**config.mk**
```make
export PLATFORM = sky130hd
export DESIGN_NAME = sign_monitor
export DESIGN_NICKNAME = d
export VERILOG_FILES = /design/src/rtl/sign_monitor_pkg.sv /design/src/rtl/sign_monitor_run_counter.sv /design/src/rtl/sign_monitor.sv
export SDC_FILE = /design/constraint.sdc
export NUM_CORES = 1
export LEC_CHECK = 0
export BUFFER_PORTS_ARGS = -buffer_cell sky130_fd_sc_hd__buf_2
export CAP_MARGIN = 25
export CORE_MARGIN = 1.5
export CORE_UTILIZATION = 49
export DETAILED_ROUTE_END_ITERATION = 6
export GPL_ROUTABILITY_DRIVEN = 0
export PLACE_DENSITY = 0.84
export SYNTH_ARGS = -nofsm -noshare
export SYNTH_HDL_FRONTEND = slang
export SYNTH_SLANG_ARGS = --single-unit
```
**constraint.sdc**
```tcl
create_clock -name clk -period 1.6 [get_ports clk]
set_input_delay 0.08 -clock clk [delete_from_list [all_inputs] [get_ports clk]]
set_output_delay 0.08 -clock clk [all_outputs]
set_load 0.005 [all_outputs]
```
**src/rtl/sign_monitor_pkg.sv**
```systemverilog
// sign_monitor_pkg
// Shared types and encodings for the sign run-length monitor.
//   state_t        : FSM states (S_ERR only exists when SIGN_MONITOR_ERR_CHECK_EN
//                    is defined)
//   sample_class_t : classification of one valid sample (Z, P, N, B)
//   RUN_SIGN_*     : encodings driven on run_sign
//   classify / class_to_state / state_to_sign : small pure helpers
package sign_monitor_pkg;

    typedef enum logic [1:0] {
        S_ZERO = 2'b00,
        S_POS  = 2'b01,
        S_NEG  = 2'b10
`ifdef SIGN_MONITOR_ERR_CHECK_EN
        ,
        S_ERR  = 2'b11
`endif
    } state_t;

    typedef enum logic [1:0] {
        CLS_Z = 2'b00,
        CLS_P = 2'b01,
        CLS_N = 2'b10,
        CLS_B = 2'b11
    } sample_class_t;

    localparam logic [1:0] RUN_SIGN_ZERO = 2'b00;
    localparam logic [1:0] RUN_SIGN_POS  = 2'b01;
    localparam logic [1:0] RUN_SIGN_NEG  = 2'b10;

    function automatic sample_class_t classify(input logic pos, input logic neg);
        sample_class_t cls;
        case ({neg, pos})
            2'b01:   cls = CLS_P;
            2'b10:   cls = CLS_N;
            2'b11:   cls = CLS_B;
            default: cls = CLS_Z;
        endcase
        return cls;
    endfunction

    // B maps to S_ZERO here; when error checking is enabled the caller
    // intercepts B before this mapping is used.
    function automatic state_t class_to_state(input sample_class_t cls);
        state_t st;
        case (cls)
            CLS_P:   st = S_POS;
            CLS_N:   st = S_NEG;
            default: st = S_ZERO;
        endcase
        return st;
    endfunction

    function automatic logic [1:0] state_to_sign(input state_t st);
        logic [1:0] sgn;
        case (st)
            S_POS:   sgn = RUN_SIGN_POS;
            S_NEG:   sgn = RUN_SIGN_NEG;
            default: sgn = RUN_SIGN_ZERO;
        endcase
        return sgn;
    endfunction

endpackage

```
**src/rtl/sign_monitor_run_counter.sv**
```systemverilog
// run_counter
// Saturating run-length counter.
//   clk, rst : clock and synchronous active-high reset (count -> 0)
//   zero     : force count to 0 (highest priority)
//   load1    : start a new run, count -> 1
//   inc      : extend the run, count + 1 saturating at 2^RUN_W-1
//   count    : current run length
module run_counter #(
    parameter int RUN_W = 8
) (
    input  logic             clk,
    input  logic             rst,
    input  logic             inc,
    input  logic             load1,
    input  logic             zero,
    output logic [RUN_W-1:0] count
);

    localparam logic [RUN_W-1:0] COUNT_MAX = '1;
    localparam logic [RUN_W-1:0] COUNT_ONE = RUN_W'(1);

    logic [RUN_W-1:0] count_reg;
    logic [RUN_W-1:0] count_next;

    always_comb begin
        count_next = count_reg;
        if (zero) begin
            count_next = '0;
        end else if (load1) begin
            count_next = COUNT_ONE;
        end else if (inc && (count_reg != COUNT_MAX)) begin
            count_next = count_reg + COUNT_ONE;
        end
    end

    always_ff @(posedge clk) begin
        if (rst) begin
            count_reg <= '0;
        end else begin
            count_reg <= count_next;
        end
    end

    assign count = count_reg;

endmodule

```
**src/rtl/sign_monitor.sv**
```systemverilog
// sign_monitor
// Tracks runs of positive / negative / zero samples from an upstream sign
// classifier and hands completed runs to a consumer over a valid/ready
// report port. A new report arriving while the previous one is still
// unaccepted is dropped and flagged as overrun.
// Optional feature: define SIGN_MONITOR_ERR_CHECK_EN to trap samples with
// both flags high in S_ERR (sets error) until clear.
//   clk, rst                     : clock, synchronous active-high reset
//   positive_flag, negative_flag : sample sign flags
//   valid_in                     : flags carry a new sample
//   clear                        : clears error/overrun (and leaves S_ERR)
//   run_ready                    : consumer accepts the pending report
//   run_valid, run_len, run_sign : pending run report
//   change_pulse                 : one-cycle pulse on direct POS<->NEG change
//   overrun                      : sticky, a completed run was dropped
//   error                        : sticky, both flags seen high together
module sign_monitor
    import sign_monitor_pkg::*;
#(
    parameter int RUN_W = 8
) (
    input  logic             clk,
    input  logic             rst,
    input  logic             positive_flag,
    input  logic             negative_flag,
    input  logic             valid_in,
    input  logic             clear,
    input  logic             run_ready,
    output logic             run_valid,
    output logic [RUN_W-1:0] run_len,
    output logic [1:0]       run_sign,
    output logic             change_pulse,
    output logic             overrun,
    output logic             error
);

    state_t           state_reg, state_next;
    logic             run_valid_reg, run_valid_next;
    logic [RUN_W-1:0] run_len_reg, run_len_next;
    logic [1:0]       run_sign_reg, run_sign_next;
    logic             change_pulse_reg, change_pulse_next;
    logic             overrun_reg, overrun_next;
`ifdef SIGN_MONITOR_ERR_CHECK_EN
    logic             error_reg, error_next;
`endif

    logic             cnt_inc, cnt_load1, cnt_zero;
    logic [RUN_W-1:0] count;
    sample_class_t    sample_cls;
    state_t           sample_state;

    assign sample_cls   = classify(positive_flag, negative_flag);
    assign sample_state = class_to_state(sample_cls);

    run_counter #(
        .RUN_W (RUN_W)
    ) u_run_counter (
        .clk   (clk),
        .rst   (rst),
        .inc   (cnt_inc),
        .load1 (cnt_load1),
        .zero  (cnt_zero),
        .count (count)
    );

    always_comb begin
        state_next        = state_reg;
        run_valid_next    = run_valid_reg;
        run_len_next      = run_len_reg;
        run_sign_next     = run_sign_reg;
        change_pulse_next = 1'b0;
        overrun_next      = overrun_reg;
`ifdef SIGN_MONITOR_ERR_CHECK_EN
        error_next        = error_reg;
`endif
        cnt_inc           = 1'b0;
        cnt_load1         = 1'b0;
        cnt_zero          = 1'b0;

        // Handshake runs independently of sample processing; a completion
        // below may reload the report in the same cycle.
        if (run_valid_reg && run_ready) begin
            run_valid_next = 1'b0;
        end

        if (clear) begin
            overrun_next = 1'b0;
`ifdef SIGN_MONITOR_ERR_CHECK_EN
            error_next   = 1'b0;
            if (state_reg == S_ERR) begin
                state_next = S_ZERO;
                cnt_zero   = 1'b1;
            end
`endif
        end else if (valid_in) begin
`ifdef SIGN_MONITOR_ERR_CHECK_EN
            if (state_reg == S_ERR) begin
                // Trapped: samples ignored until clear.
            end else if (sample_cls == CLS_B) begin
                state_next = S_ERR;
                error_next = 1'b1;
                cnt_zero   = 1'b1;
            end else begin
`else
            begin
`endif
                if (sample_state == state_reg) begin
                    cnt_inc = 1'b1;
                end else begin
                    state_next = sample_state;
                    cnt_load1  = 1'b1;
                    change_pulse_next =
                        ((state_reg == S_POS) && (sample_state == S_NEG)) ||
                        ((state_reg == S_NEG) && (sample_state == S_POS));
                    // An empty run (only possible right after reset/clear
                    // from S_ERR) produces no report.
                    if (count != '0) begin
                        if (run_valid_reg && !run_ready) begin
                            overrun_next = 1'b1;
                        end else begin
                            run_valid_next = 1'b1;
                            run_len_next   = count;
                            run_sign_next  = state_to_sign(state_reg);
                        end
                    end
                end
            end
        end
    end

    always_ff @(posedge clk) begin
        if (rst) begin
            state_reg        <= S_ZERO;
            run_valid_reg    <= 1'b0;
            run_len_reg      <= '0;
            run_sign_reg     <= RUN_SIGN_ZERO;
            change_pulse_reg <= 1'b0;
            overrun_reg      <= 1'b0;
        end else begin
            state_reg        <= state_next;
            run_valid_reg    <= run_valid_next;
            run_len_reg      <= run_len_next;
            run_sign_reg     <= run_sign_next;
            change_pulse_reg <= change_pulse_next;
            overrun_reg      <= overrun_next;
        end
    end

`ifdef SIGN_MONITOR_ERR_CHECK_EN
    always_ff @(posedge clk) begin
        if (rst) begin
            error_reg <= 1'b0;
        end else begin
            error_reg <= error_next;
        end
    end
    assign error = error_reg;
`else
    assign error = 1'b0;
`endif

    assign run_valid    = run_valid_reg;
    assign run_len      = run_len_reg;
    assign run_sign     = run_sign_reg;
    assign change_pulse = change_pulse_reg;
    assign overrun      = overrun_reg;

endmodule

```
==> metrics.yaml <==
synth_compound_area_share_pct: 28.6
start_util_pct: 53.3
area_delta_synth_final_pct: 26.3
path_cells: "and4bb_4 -> a211oi_4 -> o21ai_0 -> a32o_1"
port_buffers: 19
synth_cells: 136
cp-end-kind: "register"
clock.fmax_ghz: 0.617
worstPathArrival_ns: 1.85
avgSynthCellArea_um2: 8.84
synthXorXnorAreaFrac_pct: 1.35
fin_crit_ns: 1.62
vias_per_cell: 6.13
ys_types: 43
fin_ws_ns: -0.0199
overflow: 0
clkSlewWorstSetupHoldPaths_ns: 0.13
rsz0062_at_grt: "yes"
grtUsageTotal_pct: 25.3
drive_gt1_share_pct: 37.5
drc: 0
synth_edf_count: 0
yosysWarnings: 0
holdWs_ns: 0.119
synthAdderAreaFrac_pct: 2.08
crit_type: "reg2reg"
antennaDiodeCount: 0
hpwl_um: 2340
syn_nets: 145
instances_no_fill: 196
async_reset_ff_share_pct: 0
p_per_area_nw_per_um2: 687
grt_pass1_wl_um: 5130
clockBufferDepth: 2
tritoncts: "done"
required_ns: 1.83
synthSimpleGateAreaFrac_pct: 23.1
core_um2: 2250
wirelength_um: 3450
placed_cells: 189
dieHeight_um: 52.5
clock_latency_ns: 0.33
die_area_um2: 2760
synth-seq-area-share_pct: 38.3
place_worst_setup_slack_ns: -0.0523
outcome: "finished with violations"
hold_viol: 0
ioPinCount: 21
cts_setup_buffers: 0
finalSetupViolCount: 1
ys_seq_elements: 23
synth_mux_area_share_pct: 0
numCtsBuffers: 3
ant_nets: 0
final_nets: 178
fp.dieW_um: 52.5
ir_worst_vdd_mv: 0.530
synth_top_family_by_area: "compound AO/OA/AOI/OAI gates"
hold_class: "in2reg"
synth_ff_type: "dfxtp_1"
violations: "setup timing"
fp-row-count: 17
grt_max_degree: 20
cp_slowest_stage_delay_ns: 0.41
wl_per_cell_um: 17.6
antenna_found_initial: 0
cp-start-kind: "register"
cap_violations: 0
finalClockSkew_ns: 0.00999
cp_max_fo: 7
grt_pass1_vias: 1111
slowest_stage: "dfxtp_2"
cts_root_buffer: "clkbuf_4"
clkSinkCount: 23
syn_area_um2: 1200
p_leak_nw: 0.588
layout_worst_path_cycle_share_pct: 101
drt_iter0_markers: 26
firstDrtPassIters: 4
maxSlewViolCount: 0
htreeDepth: 1
num_vias: 1202
-- path summary, 6_finish.rpt --
path	from	end	slack, ns	cells past startpoint
max	state_reg[1]$_SDFFE_PP0P_	u_run_counter.count[3]$_SDFFE_PP0P_	-0.02	4
min	valid_in	overrun$_SDFFE_PP0P_	0.12	3
max reg2reg	state_reg[1]$_SDFFE_PP0P_	u_run_counter.count[3]$_SDFFE_PP0P_	-0.02	4
min reg2reg	run_len[1]$_SDFFE_PP0P_	run_len[1]$_SDFFE_PP0P_	0.48	2
-- per-stage QoR --
step                      power [mW]  cell area (um^2)  utilization [%]  TNS [ns]
after floorplan                0.695              1200                -         0
after global placement         0.733              1380             61.3         0
after detailed placement       0.744              1380             61.3    -0.194
after CTS                       1.01              1430             63.5   -0.0270
after global routing            1.09              1520             67.4    -0.561
final                           1.04              1520             67.4   -0.0199
-- area by class of cell --
class,count,area [um^2]
clock buffers,3,22.5
clock inverters,1,5.00
fillers,208,736
inverters,3,11.3
multi-input cells,101,729
flip-flops and latches,23,468
well taps,28,35.0
repair buffers,37,248
-- timing repair --
item                                    4_1_cts  5_1_grt
gates resized for setup                       5       22
pin swaps                                     2        2
endpoints found under the hold margin         1        0
hold buffers                                  1        0
endpoints found under the setup margin       17       17
cloned                                        0        2
-- report_power, final --
group | internal, mW | switching, mW | leakage [nW] | total (mW)
Clock | 0.0939 | 0.185 | 0.0177 | 0.278
Combinational | 0.0776 | 0.105 | 0.383 | 0.182
Sequential | 0.577 | 0.00608 | 0.188 | 0.583
Total | 0.748 | 0.295 | 0.588 | 1.04
-- layer usage --
metal / vias up / GRT usage [%] / routed length, um
met1: 595 / 30.1 / 1450
met3: 3 / 6.00 / 141
li1: 568 / - / -
met5: - / 0 / 0
met2: 36 / 47.1 / 1840
met4: 0 / 2.56 / 12
-- kinds of logic after synthesis --
| family | Yosys count |
|---|---|
| AOI/OAI and AO/OA | 51 |
| and+or+nand+nor | 46 |
| DFF | 23 |
| buffers and inverters | 12 |
| adders and majority gates | 2 |
| xor gates and xnor gates | 1 |
| other | 1 |
-- cell usage in the layout (no fill, tap or decap), drive strengths merged, types with 2 or more instances in the layout --
cell type / Yosys / routed
ha: 2 / 2
nand2: 9 / 9
inv: 3 / 3
and2b: 2 / 2
buf: 5 / 36
a21o: 3 / 3
and4bb: 2 / 2
clkbuf: 4 / 3
nand3: 11 / 11
a41oi: 3 / 3
a211oi: 3 / 3
nor3: 4 / 4
nor2: 3 / 3
dfxtp: 23 / 23
o21ai: 14 / 14
nor2b: 4 / 4
a21oi: 20 / 20
nand4: 2 / 2
-- synth_stat cells, drive strengths merged (3+ instances only) --
master	number	area share, %
dfxtp	23	38
a21oi	20	8.3
o21ai	14	5.8
nand3	11	4.6
nand2	9	2.8
buf	5	3.2
clkbuf	4	2.1
nor2b	4	2.1
nor3	4	1.7
a211oi	3	2.9
a21o	3	1.9
a41oi	3	2.2
inv	3	0.94
nor2	3	1.1
-- worst max-delay path, delay by kind of cell (launching register included) --
family,cells,cell delay [ns]
AOI/OAI and AO/OA,3,0.88
DFF,1,0.41
and+or+nand+nor,1,0.24
No activity file was read; power rests on OpenSTA's default activity.
